## src/rtl/tone_pkg.sv

```systemverilog
// Shared constants for the polyphonic tone bank: semitone half-period table
// (C4..B4 at 50 MHz) and the per-channel state encoding.
package tone_pkg;

    typedef enum logic [1:0] {
        ST_IDLE = 2'd0,
        ST_PLAY = 2'd1,
        ST_HOLD = 2'd2
    } ch_state_t;

    localparam int unsigned HALF_TBL [12] = '{
        95556, 90194, 85131, 80353, 75843, 71586,
        67568, 63776, 60197, 56818, 53629, 50619
    };

    // Channels beyond the first twelve repeat the table one octave higher each time.
    function automatic int unsigned base_half(input int unsigned idx);
        return HALF_TBL[idx % 12] >> (idx / 12);
    endfunction

endpackage

```

## src/rtl/tone_channel.sv

```systemverilog
// One tone channel: IDLE/PLAY/HOLD state machine, half-period counter and
// release (sustain) timer driving a single square-wave output.
module tone_channel
    import tone_pkg::*;
#(
    parameter int unsigned BASE_HALF   = 95556,
    parameter int          CNT_W       = 18,
    parameter int          OCT_W       = 2,
    parameter int unsigned SUSTAIN_CYC = 5_000_000
) (
    input  logic             clk,
    input  logic             rst,
    input  logic             ks,
    input  logic [OCT_W-1:0] oct,
    output logic             speaker,
    output logic             active
);

    localparam int               TMR_W    = (SUSTAIN_CYC > 1) ? $clog2(SUSTAIN_CYC) : 1;
    localparam logic [TMR_W-1:0] TMR_LOAD = (SUSTAIN_CYC > 0) ? TMR_W'(SUSTAIN_CYC - 1) : '0;
    localparam logic [CNT_W-1:0] BASE     = CNT_W'(BASE_HALF);
    localparam bit               HAS_SUST = (SUSTAIN_CYC > 0);

    ch_state_t        state, state_nxt;
    logic [CNT_W-1:0] cnt, cnt_nxt;
    logic [CNT_W-1:0] shifted, eff_half, step_cnt;
    logic [TMR_W-1:0] tmr, tmr_nxt;
    logic             spk, spk_nxt, step_spk, wrap;

    // The >= compare lets a mid-count octave raise wrap on the very next edge.
    always_comb begin
        shifted  = BASE >> oct;
        eff_half = (shifted == '0) ? CNT_W'(1) : shifted;
        wrap     = (cnt >= eff_half - CNT_W'(1));
        step_cnt = wrap ? '0 : cnt + CNT_W'(1);
        step_spk = spk ^ wrap;
    end

    always_comb begin
        // NOTE: every signal driven here gets a default first, so no latch is inferred.
        state_nxt = state;
        cnt_nxt   = cnt;
        spk_nxt   = spk;
        tmr_nxt   = tmr;
        unique case (state)
            ST_IDLE: begin
                cnt_nxt = '0;
                spk_nxt = 1'b0;
                if (ks) state_nxt = ST_PLAY;
            end
            ST_PLAY: begin
                cnt_nxt = step_cnt;
                spk_nxt = step_spk;
                if (!ks) begin
                    if (HAS_SUST) begin
                        state_nxt = ST_HOLD;
                        tmr_nxt   = TMR_LOAD;
                    end else begin
                        state_nxt = ST_IDLE;
                        cnt_nxt   = '0;
                        spk_nxt   = 1'b0;
                    end
                end
            end
            ST_HOLD: begin
                cnt_nxt = step_cnt;
                spk_nxt = step_spk;
                tmr_nxt = tmr - TMR_W'(1);
                if (ks) begin
                    state_nxt = ST_PLAY;
                end else if (tmr == '0) begin
                    state_nxt = ST_IDLE;
                    cnt_nxt   = '0;
                    spk_nxt   = 1'b0;
                end
            end
            default: begin
                state_nxt = ST_IDLE;
                cnt_nxt   = '0;
                spk_nxt   = 1'b0;
            end
        endcase
    end

    always_ff @(posedge clk) begin
        // NOTE: sequential state is updated with non-blocking assignments only.
        if (rst) begin
            state <= ST_IDLE;
            cnt   <= '0;
            spk   <= 1'b0;
            tmr   <= '0;
        end else begin
            state <= state_nxt;
            cnt   <= cnt_nxt;
            spk   <= spk_nxt;
            tmr   <= tmr_nxt;
        end
    end

    assign speaker = spk;
    assign active  = (state != ST_IDLE);

endmodule

```

## src/rtl/tone_bank.sv

```systemverilog
// Polyphonic square-wave tone bank: key synchroniser, N_KEYS tone channels,
// registered polyphony count and a first-order sigma-delta speaker bitstream.
module tone_bank
    import tone_pkg::*;
#(
    parameter int          N_KEYS      = 12,
    parameter int          CNT_W       = 18,
    parameter int          OCT_W       = 2,
    parameter int unsigned SUSTAIN_CYC = 5_000_000,
    parameter int          SYNC_STAGES = 2
) (
    input  logic                          clk,
    input  logic                          rst,
    input  logic [N_KEYS-1:0]             keys,
    input  logic [OCT_W-1:0]              oct,
    output logic [N_KEYS-1:0]             speaker,
    output logic [N_KEYS-1:0]             active,
    output logic [$clog2(N_KEYS+1)-1:0]   mix,
    output logic                          pdm_out
);

    localparam int               MIX_W = $clog2(N_KEYS + 1);
    localparam int               ACC_W = $clog2(2 * N_KEYS);
    localparam logic [ACC_W-1:0] N_ACC = ACC_W'(N_KEYS);

    logic [N_KEYS-1:0] sync_q [SYNC_STAGES];
    logic [N_KEYS-1:0] ks;
    logic [MIX_W-1:0]  pop;
    logic [ACC_W-1:0]  acc, sum;

    // Synchroniser flops are cleared too, so a held key replays cleanly after reset.
    always_ff @(posedge clk) begin
        if (rst) begin
            for (int s = 0; s < SYNC_STAGES; s++) sync_q[s] <= '0;
        end else begin
            sync_q[0] <= keys;
            for (int s = 1; s < SYNC_STAGES; s++) sync_q[s] <= sync_q[s-1];
        end
    end

    assign ks = sync_q[SYNC_STAGES-1];

    for (genvar i = 0; i < N_KEYS; i++) begin : g_ch
        tone_channel #(
            .BASE_HALF   (base_half(i)),
            .CNT_W       (CNT_W),
            .OCT_W       (OCT_W),
            .SUSTAIN_CYC (SUSTAIN_CYC)
        ) u_ch (
            .clk     (clk),
            .rst     (rst),
            .ks      (ks[i]),
            .oct     (oct),
            .speaker (speaker[i]),
            .active  (active[i])
        );
    end

    always_comb begin
        pop = '0;
        for (int i = 0; i < N_KEYS; i++) pop = pop + MIX_W'(speaker[i]);
    end

    // acc stays below N_KEYS, so acc+mix never exceeds 2*N_KEYS-1.
    assign sum = acc + ACC_W'(mix);

    always_ff @(posedge clk) begin
        if (rst) begin
            mix     <= '0;
            acc     <= '0;
            pdm_out <= 1'b0;
        end else begin
            mix <= pop;
            if (sum >= N_ACC) begin
                acc     <= sum - N_ACC;
                pdm_out <= 1'b1;
            end else begin
                acc     <= sum;
                pdm_out <= 1'b0;
            end
        end
    end

endmodule

```

## config.mk

```make
export PLATFORM = sky130hd
export DESIGN_NAME = tone_bank
export DESIGN_NICKNAME = d
export VERILOG_FILES = /design/src/rtl/tone_pkg.sv /design/src/rtl/tone_channel.sv /design/src/rtl/tone_bank.sv
export SDC_FILE = /design/constraint.sdc
export NUM_CORES = 1
export LEC_CHECK = 0
export CORE_AREA = 2 2 298 300
export DETAILED_ROUTE_END_ITERATION = 7
export DIE_AREA = 0 0 300 302
export PLACE_DENSITY = 0.46
export SLEW_MARGIN = 30
export SYNTH_ARGS = -nofsm -noshare
export SYNTH_HDL_FRONTEND = slang
export SYNTH_SLANG_ARGS = --single-unit
```

## constraint.sdc

```tcl
create_clock -name clk -period 10.33 [get_ports clk]
set_clock_uncertainty 0.2 [all_clocks]
set_input_delay 2.066 -clock clk [delete_from_list [all_inputs] [get_ports clk]]
set_output_delay 2.066 -clock clk [all_outputs]
set_load 0.005 [all_outputs]
```

==> out/qor.csv <==
stage,metric,value,unit
timing,finalHoldViolCount,0,
floorplan,die-area,0.0906,sq mm
clocking,clk_latency,0.61,ns
placed_design,dp_hpwl,47800,microns
floorplan,ios,45,
floorplan,die_w,300,microns
setup_path,setup.worst_path.end_class,flop,
pwr,clockPowerShare,0.447,
logic_synthesis,ys_types,75,
logic_synthesis,syn_inst,3469,
pwr,p_int,4.10,mW
cells_and_area,utilization,0.391,
cells_and_area,nFillCells,8915,
logic_synthesis,synth-seq-area-share,0.372,
cells_and_area,n_antenna_cell,0,
global_routing,grt_pass1_wl,116000,microns
drt,dr.pass1.iters,4,
logic_synthesis,synth_edf_count,0,
pwr,power_frac_comb,0.126,
global_routing,grt_start_max_net_pins,69,
setup_path,path_max_fanout,18,
cells_and_area,stdcell_area,0.0343,sq mm
pwr,vdd_drop_max,0.000118,V
placed_design,port_buffers,44,
timing,tightest_slew,0.995,ns
pwr,switching_share,0.265,
setup_path,crit_type,in -> reg,
logic_synthesis,yosysWarnings,0,
pwr,p_leak,13.4,nW
cells_and_area,seq_area,0.0113,sq mm
clocking,cts_hold_buf,0,
setup_path,worstPathArrival,6.77,ns
timing,setup_viol,0,
timing,fin_crit_sh,0.625,
cells_and_area,drive_gt1_frac,0.0484,
clocking,cts_tree,yes,
timing,fin_setup_tns,0,ns
timing,min_period,6.45,ns
pwr,p_switching,1.48,mW
logic_synthesis,ys_ff_latch,562,
cells_and_area,synthToLayoutAreaGrowth,13.2,%
floorplan,die_h,302,microns
drt,ant_nets,0,
hold_path,hp-class,reg -> reg,
drt,drt_wl_total,69300,microns
timing,fin_hold_ws,0.232,ns
logic_synthesis,netlist_area,0.0303,sq mm
cells_and_area,nNetsFinal,3850,
logic_synthesis,synth_async_sr_flop_share,0,
global_routing,antenna_found_initial,1,
run,cap_viol_max_count,0,
global_routing,grt.total_usage,0.155,
clocking,htree_levels,3,
drt,viasPerCell,4.85,
placed_design,routabilityCongestion,0.764,
timing,max_freq,155,MHz
setup_path,required,10.65,ns
clocking,clk_path_buf_depth,3,
logic_synthesis,synth.largest_area_cell,dfxtp_1,
placed_design,placed_area,0.0319,sq mm
drt,wl_per_cell,14.6,microns
logic_synthesis,synth.avg_cell_area,8.72,sq um
timing,max-slew-margin-rel,0.327,
clocking,cts.sinks,562,
timing,finalMaxSlewViolations,0,
cells_and_area,multiInputGateArea,0.0181,sq mm
drt,drt_iter0_drc,955,
outcome,status,completed,
logic_synthesis,synth_top_area_frac,0.372,
timing,rsz0062_at_grt,false,
drt,drcViolationCount,0,
drt,vias,22993,
clocking,cts_resized,0,
logic_synthesis,ys.flop_type,dfxtp_1,
clocking,clk_pin_slew,0.06,ns
pwr,powerDensity,163,mW/mm^2
logic_synthesis,synth_area_leaders,"dfxtp_1, ha_1, xnor2_1, nor2_1, xor2_1",
setup_path,start_kind,primary input,
clocking,clockRootBuffer,clkbuf_16,
clocking,cts_made_buffers,71,
floorplan,core_area,0.0876,sq mm
floorplan,initial_core_util,0.346,
pwr,seqPwrFrac,0.427,
global_routing,first_global_vias,22235,
floorplan,rows,109,
global_routing,grt_remaining_overflow,0,
clocking,post-cts-setup-buffers,0,
placed cells by master (no fill, tap or decap), drive strengths merged, types with 14 or more instances in the layout:
| master | count |
|---|---|
| dfxtp | 562 |
| nor2 | 521 |
| ha | 303 |
| xnor2 | 226 |
| a21oi | 226 |
| xor2 | 211 |
| nand2 | 193 |
| inv | 146 |
| nand3 | 143 |
| nor3 | 116 |
| clkbuf | 103 |
| and3 | 68 |
| nor4 | 63 |
| o21ai | 55 |
| nor2b | 48 |
| clkdlybuf4s50 | 43 |
| nand4 | 42 |
| or4 | 41 |
| nand2b | 36 |
| a21o | 35 |
| or3 | 33 |
| conb | 25 |
| or2 | 22 |
| nand3b | 19 |
| a211oi | 19 |
| a311oi | 19 |
| and4 | 16 |
| nand4b | 16 |
| a31oi | 16 |
| buf | 16 |
| o31ai | 15 |
| nor3b | 14 |
| clkinv | 14 |
worst paths after layout:
kind / start / cells after the start / slack (ns) / end
worst max-delay path: oct[1] / 14 / 3.88 / g_ch[1].u_ch.cnt[6]
worst min register to register: sync_q[0][8] / 1 / 0.23 / sync_q[0][20]
worst min-delay path: sync_q[0][8] / 1 / 0.23 / sync_q[0][20]
worst max register to register: g_ch[5].u_ch.speaker / 11 / 6.50 / mix[2]
power by group through the flow:
stage / Combinational, mW / Sequential (mW) / Clock [mW]
after floorplan: 0.556 / 2.40 / 0
after global placement: 0.702 / 2.43 / 0
after detailed placement: 0.704 / 2.43 / 0
after CTS: 0.709 / 2.38 / 2.60
after global routing: 0.798 / 2.40 / 2.69
final: 0.700 / 2.38 / 2.49
metal layers:
metal,global-route usage,share of wire,up-vias
met1,0.215,0.51,10553
met5,0,0.00019,-
met2,0.249,0.44,184
met3,0.0240,0.030,96
met4,0.0431,0.019,2
li1,-,-,12158
worst max-delay path, stage by stage:
cell and delay, ns:
clkdlybuf4s50_1 0.50, inv_1 0.55, ha_1 0.63, inv_1 0.52
nand3_1 0.21, nor3_1 0.19, mux2_2 0.36, nor2_1 0.16
ha_1 0.26, and4_1 0.21, a221o_1 0.32, a21oi_1 0.23
nand3_2 0.36, nor2_1 0.20
state kept, by name (all words and copies together), names as in the netlist:
register / cells
g_ch.u_ch.tmr: 276
g_ch.u_ch.cnt: 216
g_ch.u_ch.state: 24
sync_q: 24
g_ch.u_ch.speaker: 12
acc: 5
mix: 4
pdm_out: 1
final cells by class:
type / instances / share of cell area
clock buffers: 102 / 0.0609
clock inverters: 22 / 0.00749
inverters: 144 / 0.0158
multi-input cells: 2684 / 0.528
flip-flops and latches: 562 / 0.328
well taps: 1165 / 0.0425
repair buffers: 60 / 0.0166
per-stage QoR:
step	total power, mW	setup WS [ns]	instances
3_3_place_gp	3.13	3.14	4614
3_5_place_dp	3.13	3.06	4615
2_1_floorplan	2.96	4.80	3492
5_1_grt	5.88	3.53	4739
6_report	5.57	3.88	4739
4_1_cts	5.68	3.70	4739
cells in the mapped netlist (all sizes together), types with 42 or more instances:
library cell / n
ha: 303
nand3: 143
nand4: 42
dfxtp: 562
clkbuf: 61
a21oi: 226
o21ai: 55
nor4: 63
nor2b: 48
xor2: 211
xnor2: 226
nor3: 116
nor2: 521
inv: 144
nand2: 193
and3: 68
kinds of logic after synthesis:
kind of cell,share of synthesized area
adder cells (fa/ha/maj),0.131
AND/OR/NAND/NOR,0.235
XOR/XNOR,0.126
multiplexers,0.00509
AO/OA/AOI/OAI,0.0961
flip-flops,0.372
buffers and inverters,0.0342
other,0.000248
No activity file was read; power rests on OpenSTA's default activity.
